## src/rtl/freq_code_detector_pkg.sv

```systemverilog
// Shared constants, FSM state type and the period-to-code decode for freq_code_detector.
// Pure combinational helpers; no clocking or flow control here.
package freq_code_detector_pkg;

   localparam int PERIOD_UNIT = 32;
   localparam int MAX_PERIOD  = 512;
   localparam int CNT_W       = 10;

   typedef logic [CNT_W-1:0] cnt_t;

   typedef enum logic [1:0] {
      IDLE    = 2'd0,
      ACQUIRE = 2'd1,
      LOCKED  = 2'd2
   } state_t;

   typedef struct packed {
      logic       good;
      logic [3:0] code;
   } meas_t;

   // Round P to the nearest multiple of 32, then accept it only if it lands within tol.
   function automatic meas_t decode(input cnt_t p, input logic [3:0] tol);
      logic [10:0] q;
      logic [11:0] nom;
      logic [11:0] dev;
      meas_t       m;
      q      = ({1'b0, p} + 11'd16) >> 5;
      nom    = {q[6:0], 5'b0};
      dev    = (nom >= {2'b0, p}) ? (nom - {2'b0, p}) : ({2'b0, p} - nom);
      m.good = (q >= 11'd1) && (q <= 11'd16) && (dev <= {8'b0, tol});
      m.code = 4'd0 - q[3:0];
      return m;
   endfunction

endpackage

```

## src/rtl/freq_code_detector_if.sv

```systemverilog
// Pulse input and recovered-code outputs of freq_code_detector; no backpressure on either side.
interface freq_code_detector_if;

   logic       pulse_in;
   logic       h_l;
   logic [2:0] sw;
   logic       valid;
   logic       err;
   logic       locked;

   modport master (output pulse_in, input h_l, sw, valid, err, locked);
   modport slave  (input pulse_in, output h_l, sw, valid, err, locked);

endinterface

```

## src/rtl/freq_code_detector_period_meter.sv

```systemverilog
// Rising-edge detector and period counter; presents P combinationally in the rise cycle.
// Timeout flags the cycle the count would reach MAX_PERIOD+TOL+1; no backpressure.
module freq_code_detector_period_meter
   import freq_code_detector_pkg::*;
#(
   parameter int TOL = 2
) (
   input  logic clk,
   input  logic rst,
   input  logic pulse_in,
   input  logic run,
   output cnt_t period,
   output logic strobe,
   output logic timeout
);

   logic pulse_d;
   cnt_t cnt;
   logic rise;

   assign rise    = pulse_in & ~pulse_d;
   assign period  = cnt;
   assign strobe  = rise;
   // A rise in the same cycle wins, so a period of exactly MAX_PERIOD+TOL is still measured.
   assign timeout = run & ~rise & (cnt == cnt_t'(MAX_PERIOD + TOL));

   always_ff @(posedge clk or negedge rst) begin
      if (!rst) begin
         pulse_d <= 1'b0;
         cnt     <= '0;
      end else begin
         pulse_d <= pulse_in;
         if (rise) begin
            cnt <= cnt_t'(1);
         end else if (run) begin
            cnt <= cnt + cnt_t'(1);
         end
      end
   end

endmodule

```

## src/rtl/freq_code_detector.sv

```systemverilog
// Recovers the 4-bit divider code {h_l, sw} from the carry-out pulse period with a lock qualifier.
// valid/err/code appear one cycle after the rise cycle; free-running input, no backpressure.
module freq_code_detector
   import freq_code_detector_pkg::*;
#(
   parameter int TOL      = 2,
   parameter int LOCK_CNT = 2
) (
   input  logic                  clk,
   input  logic                  rst,
   freq_code_detector_if.slave   link
);

   localparam logic [2:0] LOCK_N = 3'(LOCK_CNT);

   state_t     state, state_nxt;
   logic [2:0] mcnt, mcnt_nxt;
   logic [3:0] code, code_nxt;
   logic       valid_q, valid_nxt;
   logic       err_q, err_nxt;

   cnt_t  period;
   logic  strobe;
   logic  timeout;
   meas_t meas;

   freq_code_detector_period_meter #(
      .TOL (TOL)
   ) u_period_meter (
      .clk      (clk),
      .rst      (rst),
      .pulse_in (link.pulse_in),
      .run      (state != IDLE),
      .period   (period),
      .strobe   (strobe),
      .timeout  (timeout)
   );

   assign meas = decode(period, 4'(TOL));

   always_comb begin
      state_nxt = state;
      mcnt_nxt  = mcnt;
      code_nxt  = code;
      valid_nxt = 1'b0;
      err_nxt   = 1'b0;
      case (state)
         IDLE: begin
            if (strobe) begin
               state_nxt = ACQUIRE;
               mcnt_nxt  = 3'd0;
            end
         end
         ACQUIRE, LOCKED: begin
            if (strobe) begin
               if (meas.good) begin
                  valid_nxt = 1'b1;
                  code_nxt  = meas.code;
                  if (state == LOCKED) begin
                     if (meas.code != code) begin
                        state_nxt = ACQUIRE;
                        mcnt_nxt  = 3'd1;
                     end
                  end else begin
                     // The compare is against the code currently on the outputs.
                     if (meas.code == code) begin
                        mcnt_nxt = (mcnt == 3'd7) ? mcnt : mcnt + 3'd1;
                     end else begin
                        mcnt_nxt = 3'd1;
                     end
                     if (mcnt_nxt >= LOCK_N) begin
                        state_nxt = LOCKED;
                     end
                  end
               end else begin
                  err_nxt   = 1'b1;
                  mcnt_nxt  = 3'd0;
                  state_nxt = ACQUIRE;
               end
            end else if (timeout) begin
               err_nxt   = 1'b1;
               mcnt_nxt  = 3'd0;
               state_nxt = IDLE;
            end
         end
         default: begin
            state_nxt = IDLE;
            mcnt_nxt  = 3'd0;
         end
      endcase
   end

   always_ff @(posedge clk or negedge rst) begin
      if (!rst) begin
         state   <= IDLE;
         mcnt    <= 3'd0;
         code    <= 4'd0;
         valid_q <= 1'b0;
         err_q   <= 1'b0;
      end else begin
         state   <= state_nxt;
         mcnt    <= mcnt_nxt;
         code    <= code_nxt;
         valid_q <= valid_nxt;
         err_q   <= err_nxt;
      end
   end

   assign link.h_l    = code[3];
   assign link.sw     = code[2:0];
   assign link.valid  = valid_q;
   assign link.err    = err_q;
   assign link.locked = (state == LOCKED);

endmodule
```

## src/flat_wrapper.sv

```systemverilog
// flat-port wrapper written by rule: the top's interface ports become plain ports
module freq_code_detector_flat import freq_code_detector_pkg::*;
#(
   parameter int TOL      = 2,
   parameter int LOCK_CNT = 2
)
  (clk, rst, link_pulse_in, link_h_l, link_sw, link_valid, link_err, link_locked);
  freq_code_detector_if link_i ();
  input  logic clk;
  input  logic rst;
  input wire logic [$bits(link_i.pulse_in)-1:0] link_pulse_in;
  output wire logic [$bits(link_i.h_l)-1:0] link_h_l;
  output wire logic [$bits(link_i.sw)-1:0] link_sw;
  output wire logic [$bits(link_i.valid)-1:0] link_valid;
  output wire logic [$bits(link_i.err)-1:0] link_err;
  output wire logic [$bits(link_i.locked)-1:0] link_locked;
  assign link_i.pulse_in = link_pulse_in;
  assign link_h_l = link_i.h_l;
  assign link_sw = link_i.sw;
  assign link_valid = link_i.valid;
  assign link_err = link_i.err;
  assign link_locked = link_i.locked;
  freq_code_detector #(.TOL(TOL), .LOCK_CNT(LOCK_CNT)) u_core (.clk(clk), .rst(rst), .link(link_i));
endmodule
```

## config.mk

```make
export PLATFORM = sky130hd
export DESIGN_NAME = freq_code_detector_flat
export DESIGN_NICKNAME = d
export VERILOG_FILES = /design/src/rtl/freq_code_detector_pkg.sv /design/src/rtl/freq_code_detector_if.sv /design/src/rtl/freq_code_detector_period_meter.sv /design/src/rtl/freq_code_detector.sv /design/src/flat_wrapper.sv
export SDC_FILE = /design/constraint.sdc
export NUM_CORES = 1
export LEC_CHECK = 0
export BUFFER_PORTS_ARGS = -buffer_cell sky130_fd_sc_hd__buf_2
export CAP_MARGIN = 20
export CORE_UTILIZATION = 35
export DETAILED_ROUTE_END_ITERATION = 8
export PLACE_DENSITY_LB_ADDON = 0.3
export RECOVER_POWER = 100
export SYNTH_ARGS = -nofsm -noshare
export SYNTH_HDL_FRONTEND = slang
export SYNTH_HIERARCHICAL = 1
export SYNTH_SLANG_ARGS = --single-unit
export TNS_END_PERCENT = 5
```

## constraint.sdc

```tcl
create_clock -name clk -period 4.8 [get_ports clk]
set_clock_uncertainty 0.05 [all_clocks]
set_input_delay 0 -clock clk [delete_from_list [all_inputs] [get_ports clk]]
set_output_delay 0 -clock clk [all_outputs]
set_load 0.05 [all_outputs]
```

==> results of run 1 <==
worst register-to-register path, cell delays in order, from the launching register on:
cell     delay [ps]
dfrtp_1         630
and3_1          320
nand3_1         200
inv_1           140
ha_1            270
xor2_1          500
nand4_1         180
o22ai_2         240
nor2_1          140
o31a_1          310
or4_4           490
nor3_4          330
mux2_2          380
final cells by class:
class,instances,area share [%]
Multi-Input combinational cell,202,63.4
Sequential cell,22,23.6
Tap cell,75,4.02
Inverter,23,3.70
Timing Repair Buffer,13,2.95
Clock buffer,4,2.36
through the flow:
step	total power [mW]	cells	hold slack, ps	cell area [µm²]	util (%)
6_report	0.731	339	357	2330	39.2
5_1_grt	0.793	339	379	2330	39.2
4_1_cts	0.742	339	200	2370	39.8
3_5_place_dp	0.600	333	-45.2	2290	38.5
3_3_place_gp	0.600	333	-48.4	2290	38.5
2_1_floorplan	0.524	252	-346	2180	-
layout by cell type (no fill, tap or decap), types with 3 or more instances in the layout:
master	n
a31oi_1	3
clkbuf_1	9
or4_1	5
o211ai_1	3
nand4_1	7
inv_1	22
nand3_1	9
and3_1	4
nor2b_1	5
nor3_1	5
nand2b_1	6
o21ai_0	9
nand2_1	16
o2111ai_1	3
ha_1	21
mux2i_1	3
nor2_1	18
xor2_1	13
clkbuf_8	4
o31ai_1	4
mux2_2	4
dfrtp_1	22
a21oi_1	16
or3_1	3
xnor2_1	8
cells by family after synthesis:
logic type | synth area share [%]
AO/OA/AOI/OAI | 19.0
XOR/XNOR | 9.55
adder cells (fa/ha/maj) | 12.1
buffers and inverters | 5.63
flip-flops | 25.3
multiplexers | 3.45
AND/OR/NAND/NOR | 25.0
flip-flops by register name, summed over array words and instances, names as in the netlist:
| register | count |
|---|---|
| u_core/u_period_meter/pulse_d | 1 |
| u_core/state | 2 |
| u_core/code | 4 |
| u_core/u_period_meter/period | 10 |
| u_core/link.err | 1 |
| u_core/link.valid | 1 |
| u_core/mcnt | 3 |
layer usage:
| layer | share of wire [%] | vias to the layer above | global-route usage [%] |
|---|---|---|---|
| li1 | - | 950 | - |
| met1 | 48 | 929 | 21.4 |
| met2 | 48 | 35 | 27.6 |
| met3 | 2.5 | 6 | 1.12 |
| met4 | 1.5 | 0 | 6.25 |
| met5 | 0 | - | 0 |
worst max-delay path by stage:
stage | endpoint | slack, ps | depth (start not counted) | start
6_report | u_core/code[2]$_DFFE_PN0P_ | 530 | 12 | u_core/u_period_meter/period[6]$_DFFE_PN0P_
5_1_grt | u_core/code[2]$_DFFE_PN0P_ | 240 | 12 | u_core/u_period_meter/period[6]$_DFFE_PN0P_
4_1_cts | u_core/code[0]$_DFFE_PN0P_ | 700 | 12 | u_core/u_period_meter/period[4]$_DFFE_PN0P_
3_5_place_dp | u_core/code[0]$_DFFE_PN0P_ | 720 | 12 | u_core/u_period_meter/period[4]$_DFFE_PN0P_
3_3_place_gp | u_core/code[2]$_DFFE_PN0P_ | 830 | 12 | u_core/u_period_meter/period[6]$_DFFE_PN0P_
2_1_floorplan | u_core/code[0]$_DFFE_PN0P_ | 1090 | 12 | u_core/u_period_meter/period[4]$_DFFE_PN0P_
power breakdown:
| part | switching, mW | internal, mW |
|---|---|---|
| clock | 0.0610 | 0.0731 |
| sequential | 0.0429 | 0.209 |
| combinational | 0.212 | 0.134 |
| total | 0.316 | 0.415 |
repair_timing:
| action | 4_1_cts | 5_1_grt |
|---|---|---|
| hold buffers | 2 | 0 |
| gates resized for setup | 0 | 0 |
| endpoints found under the hold margin | 24 | 0 |
==> metrics.txt, run 1 <==
status=completed; startpoint types=flop; Vias/cell=5.66; Bufs on Longest Clock Path=2; worst endpoint required time=4900 ps; Syn Inst Count=252; CP top delay family=simple AND/OR/NAND/NOR gates; RSZ-0062 raised after global routing=no; Final Max Slew Viols=0; Max-Cap Viols=0; grt ovf=0; Pre-antenna DRT Iters=4; final worst slack=528 ps; buffers and inverters on the worst path=1; Final nets=289; Post-synth top cells=22 x dfrtp_1, 22 x inv_1, 21 x ha_1; Worst R2R Setup Slack=530 ps; final-report setup violation count=0; share of layout cells above drive strength 1=8.33%; #FFs+latches synth=22; Syn. warnings=6; DP HPWL=3700 µm; antenna cells=0; clk_lat worst skew=about 260 ps; first-pass GRT wire length=8330 µm; pre-CTS setup slack=~720 ps; filler cell count=596; All-Layer GR Usage=approximately 16%; Final Cycle Share=89.0%; TritonCTS clock tree=done; full die area=roughly 0.0065 mm²; Clock Tree Root=clkbuf_8; H-tree depth=1; initial antenna violation count=0; Crit Path Category=reg -> reg; synthesized area per cell=approximately 8.6 µm²; largest net degree at the start of global routing=23; worst reg2reg path depth=12; routed vias=1920; synthesized cell area=about 0.0022 mm²; Fin Setup TNS=0 ps; Max Clk Rate=0.234 GHz; reg2reg end=u_core/code[2]$_DFFE_PN0P_; DR iter-0 viols=89; Worst R2R Start=u_core/u_period_meter/period[6]$_DFFE_PN0P_; slowest CP cell=dfrtp_1; cell taking the most area after synthesis=dfrtp_1; Area growth syn-to-layout=7.30%; CTS clk-pin slew, worst paths=80 ps; area taken by multi-input logic gates=0.00148 mm²; initial core utilization=36.5%; die height=80.8 µm; Fin. Hold Viols=0; Max-slew headroom=between 10% and 20%; ys async rst share=100%; Post-DRT Antenna Nets=0; Critical Path End Type=flop; vias in the first global route=roughly 1800; critical-path cell list=and3_1, nand3_1, inv_1, ha_1, xor2_1, nand4_1, o22ai_2, nor2_1, o31a_1, or4_4, nor3_4, mux2_2; Rows=28; total core area=0.00596 mm²; ys flop type=dfrtp_1; worst hold stages=2; synth unique cells=58; Synth area leaders=dfrtp_1 25%, ha_1 12%, xor2_1 4.8%; CP max FO=17; Yosys top cell area share=25.3%; wire per inst=14.4 µm; slowest cell delay on critical path=roughly 630 ps; worst vdd ir=0.135 mV; Port Buffers=9; Hold EP=u_core/u_period_meter/pulse_d$_DFF_PN0_; LEAKAGE=1.05 nW; hold path start=link_pulse_in; register area=551 µm²; IO Pins=10; Worst EP arrival=4370 ps; Power Dens Cells=313 mW/mm²; CTS buffer count=3; drt drc=0; Mapped Nets=276; # clock sinks=22; Tmin final=4270 ps; Setup Fix Bufs, Post-CTS=0; Chip Width=80.8 µm; Post-synth EDFFs=0; HP Class=in -> reg; post-synthesis sequential area ratio=25.3%; final wirelength=a little under 5000 µm; worst-margin pin slew=~1200 ps; GP Congestion=0.915
Note: power is estimated with default switching activity, not from simulation.
==> run 2, diff against run 1 <==
Settings changed: CORE_UTILIZATION 35 to 44.
==> run 2 against run 1 <==
Net effect: power fell by 0.60%; via count fell by 3.0%; sequential share of layout area is 0.23 points higher; fmax decreased by 0.48%; worst hold slack about the same; clock power increased by 3%; core utilization rose by 9.4 points; critical path type unchanged.
==> metrics.txt, run 2 (synthesis results as in run 1) <==
clk_lat worst skew=270 ps (was 260 ps); largest net degree at the start of global routing=23 (unchanged); worst vdd ir=0.136 mV (was 0.135 mV); startpoint types=flop (unchanged); GP Congestion=0.872 (was 0.915); # clock sinks=22 (unchanged); total core area=0.00475 mm² (was 0.00596 mm²); cts repair resizes=0 (unchanged); Final Cycle Share=89.4% (was 89.0%); Power Dens Cells=314 mW/mm² (was 313 mW/mm²); final wirelength=4790 µm (was 4890 µm); Clock Tree Root=clkbuf_8 (unchanged); final-report setup violation count=0 (unchanged); die height=72.3 µm (was 80.8 µm); Worst EP arrival=4400 ps (was 4370 ps); LEAKAGE=1.05 nW (about the same); Final nets=289 (unchanged); most frequent cells in the layout=22 x inv_1, 22 x dfrtp_1, 21 x ha_1, 18 x nor2_1 (unchanged); Fin. Hold Viols=0 (unchanged); Crit Path Category=reg -> reg (unchanged); Placed Cells=325 (was 333); Max-slew headroom=17.8% (was 19.2%); Max-Cap Viols=0 (unchanged); share of layout cells above drive strength 1=7.95% (was 8.33%); Rows=25 (was 28); RSZ-0062 raised after global routing=no (unchanged); Pre-antenna DRT Iters=4 (unchanged); sw frac=43.0% (was 43.2%); initial antenna violation count=0 (unchanged); All-Layer GR Usage=20.3% (was 16.3%); H-tree depth=1 (unchanged); CTS clk-pin slew, worst paths=80 ps (about the same); Comb pwr share=46.4% (was 47.2%); WHS=357 ps (about the same); post-layout util=48.6% (was 39.2%); Tmin final=4290 ps (was 4270 ps); worst endpoint required time=4910 ps (was 4900 ps); antenna cells=0 (unchanged); Vias/cell=5.63 (was 5.66); drt drc=0 (unchanged); Largest register FFs=10 (unchanged); status=completed (unchanged); Fin Setup TNS=0 ps (unchanged); initial core utilization=45.8% (was 36.5%); wire per inst=14.5 µm (was 14.4 µm); Bufs on Longest Clock Path=2 (unchanged); total power=0.727 mW (was 0.731 mW); routed vias=1863 (was 1920); vias in the first global route=1770 (was 1834); TritonCTS clock tree=done (unchanged); grt ovf=0 (unchanged); filler cell count=466 (was 596); sequential power share=34.5% (was 34.4%); worst-margin pin slew=1230 ps (was 1210 ps); Max Clk Rate=0.233 GHz (was 0.234 GHz); CP max FO=17 (unchanged); full die area=0.00523 mm² (was 0.00654 mm²); Post-DRT Antenna Nets=0 (unchanged); Final Max Slew Viols=0 (unchanged); HP Class=in -> reg (unchanged); Area growth syn-to-layout=6.27% (was 7.30%); first-pass GRT wire length=8290 µm (was 8330 µm); sw power=0.313 mW (was 0.316 mW); IO Pins=10 (unchanged); DR iter-0 viols=100 (was 89); internal power=0.414 mW (was 0.415 mW); CTS buffer count=3 (unchanged); Chip Width=72.3 µm (was 80.8 µm); power share of the clock group=19.1% (was 18.3%); Critical Path End Type=flop (unchanged); DP HPWL=3620 µm (was 3700 µm); Port Buffers=9 (unchanged); Non-Filler Instances=331 (was 339)
run 2: critical path: stages, from the launching register on:
cell,delay [ps]
dfrtp_1,640
and3_1,320
nand3_1,200
inv_1,140
ha_1,270
xor2_1,450
nand4_1,170
o22ai_2,260
nor2_1,130
o31a_1,300
or4_1,520
nor3_4,330
mux2_2,380
run 2: cell type report:
class                      instances  area, µm²  area share (%)
sequential                        22        551            23.8
timing repair buffer              13       68.8            2.98
multi-input combinational        202       1470            63.5
inverter                          23       86.3            3.73
clock buffer                       4       55.1            2.38
tap                               67       83.8            3.63
run 2: per-layer routing:
| layer | wire, µm | up-vias | GRT usage, % |
|---|---|---|---|
| met5 | 0 | - | 0 |
| met4 | 91 | 0 | 7.63 |
| met3 | 153 | 9 | 2.08 |
| met2 | 2180 | 35 | 33.0 |
| met1 | 2360 | 874 | 27.9 |
| li1 | - | 945 | - |
run 2: worst paths after layout:
path                                                                   from                                     endpoint  slack (ps)  cells past startpoint
min in group asynchronous                                               rst                   u_core/code[3]$_DFFE_PN0P_         450                      2
max in group asynchronous                                               rst  u_core/u_period_meter/period[6]$_DFFE_PN0P_        3520                      2
worst max-delay path            u_core/u_period_meter/period[6]$_DFFE_PN0P_                   u_core/code[2]$_DFFE_PN0P_         510                     12
worst min register to register                   u_core/mcnt[1]$_DFFE_PN0P_                   u_core/mcnt[1]$_DFFE_PN0P_         450                      2
worst min-delay path                                          link_pulse_in      u_core/u_period_meter/pulse_d$_DFF_PN0_         360                      2
worst max register to register  u_core/u_period_meter/period[6]$_DFFE_PN0P_                   u_core/code[2]$_DFFE_PN0P_         510                     12
run 2: timing repair:
item,CTS,global route
hold buffers,2,0
hold endpoints to repair,24,0
setup buffers,0,0
run 2: power by group through the flow:
stage	Sequential, mW	Clock, mW	Combinational [mW]
after global routing	0.256	0.149	0.382
after CTS	0.252	0.142	0.348
final	0.251	0.138	0.337
after floorplan	0.255	0	0.269
after global placement	0.255	0	0.347
after detailed placement	0.255	0	0.344
run 2: through the flow:
| step | cell area [µm²] | setup slack [ps] |
|---|---|---|
| 2_1_floorplan | 2180 | 1090 |
| 3_3_place_gp | 2280 | 823 |
| 3_5_place_dp | 2280 | 739 |
| 4_1_cts | 2360 | 723 |
| 5_1_grt | 2310 | 197 |
| 6_report | 2310 | 507 |
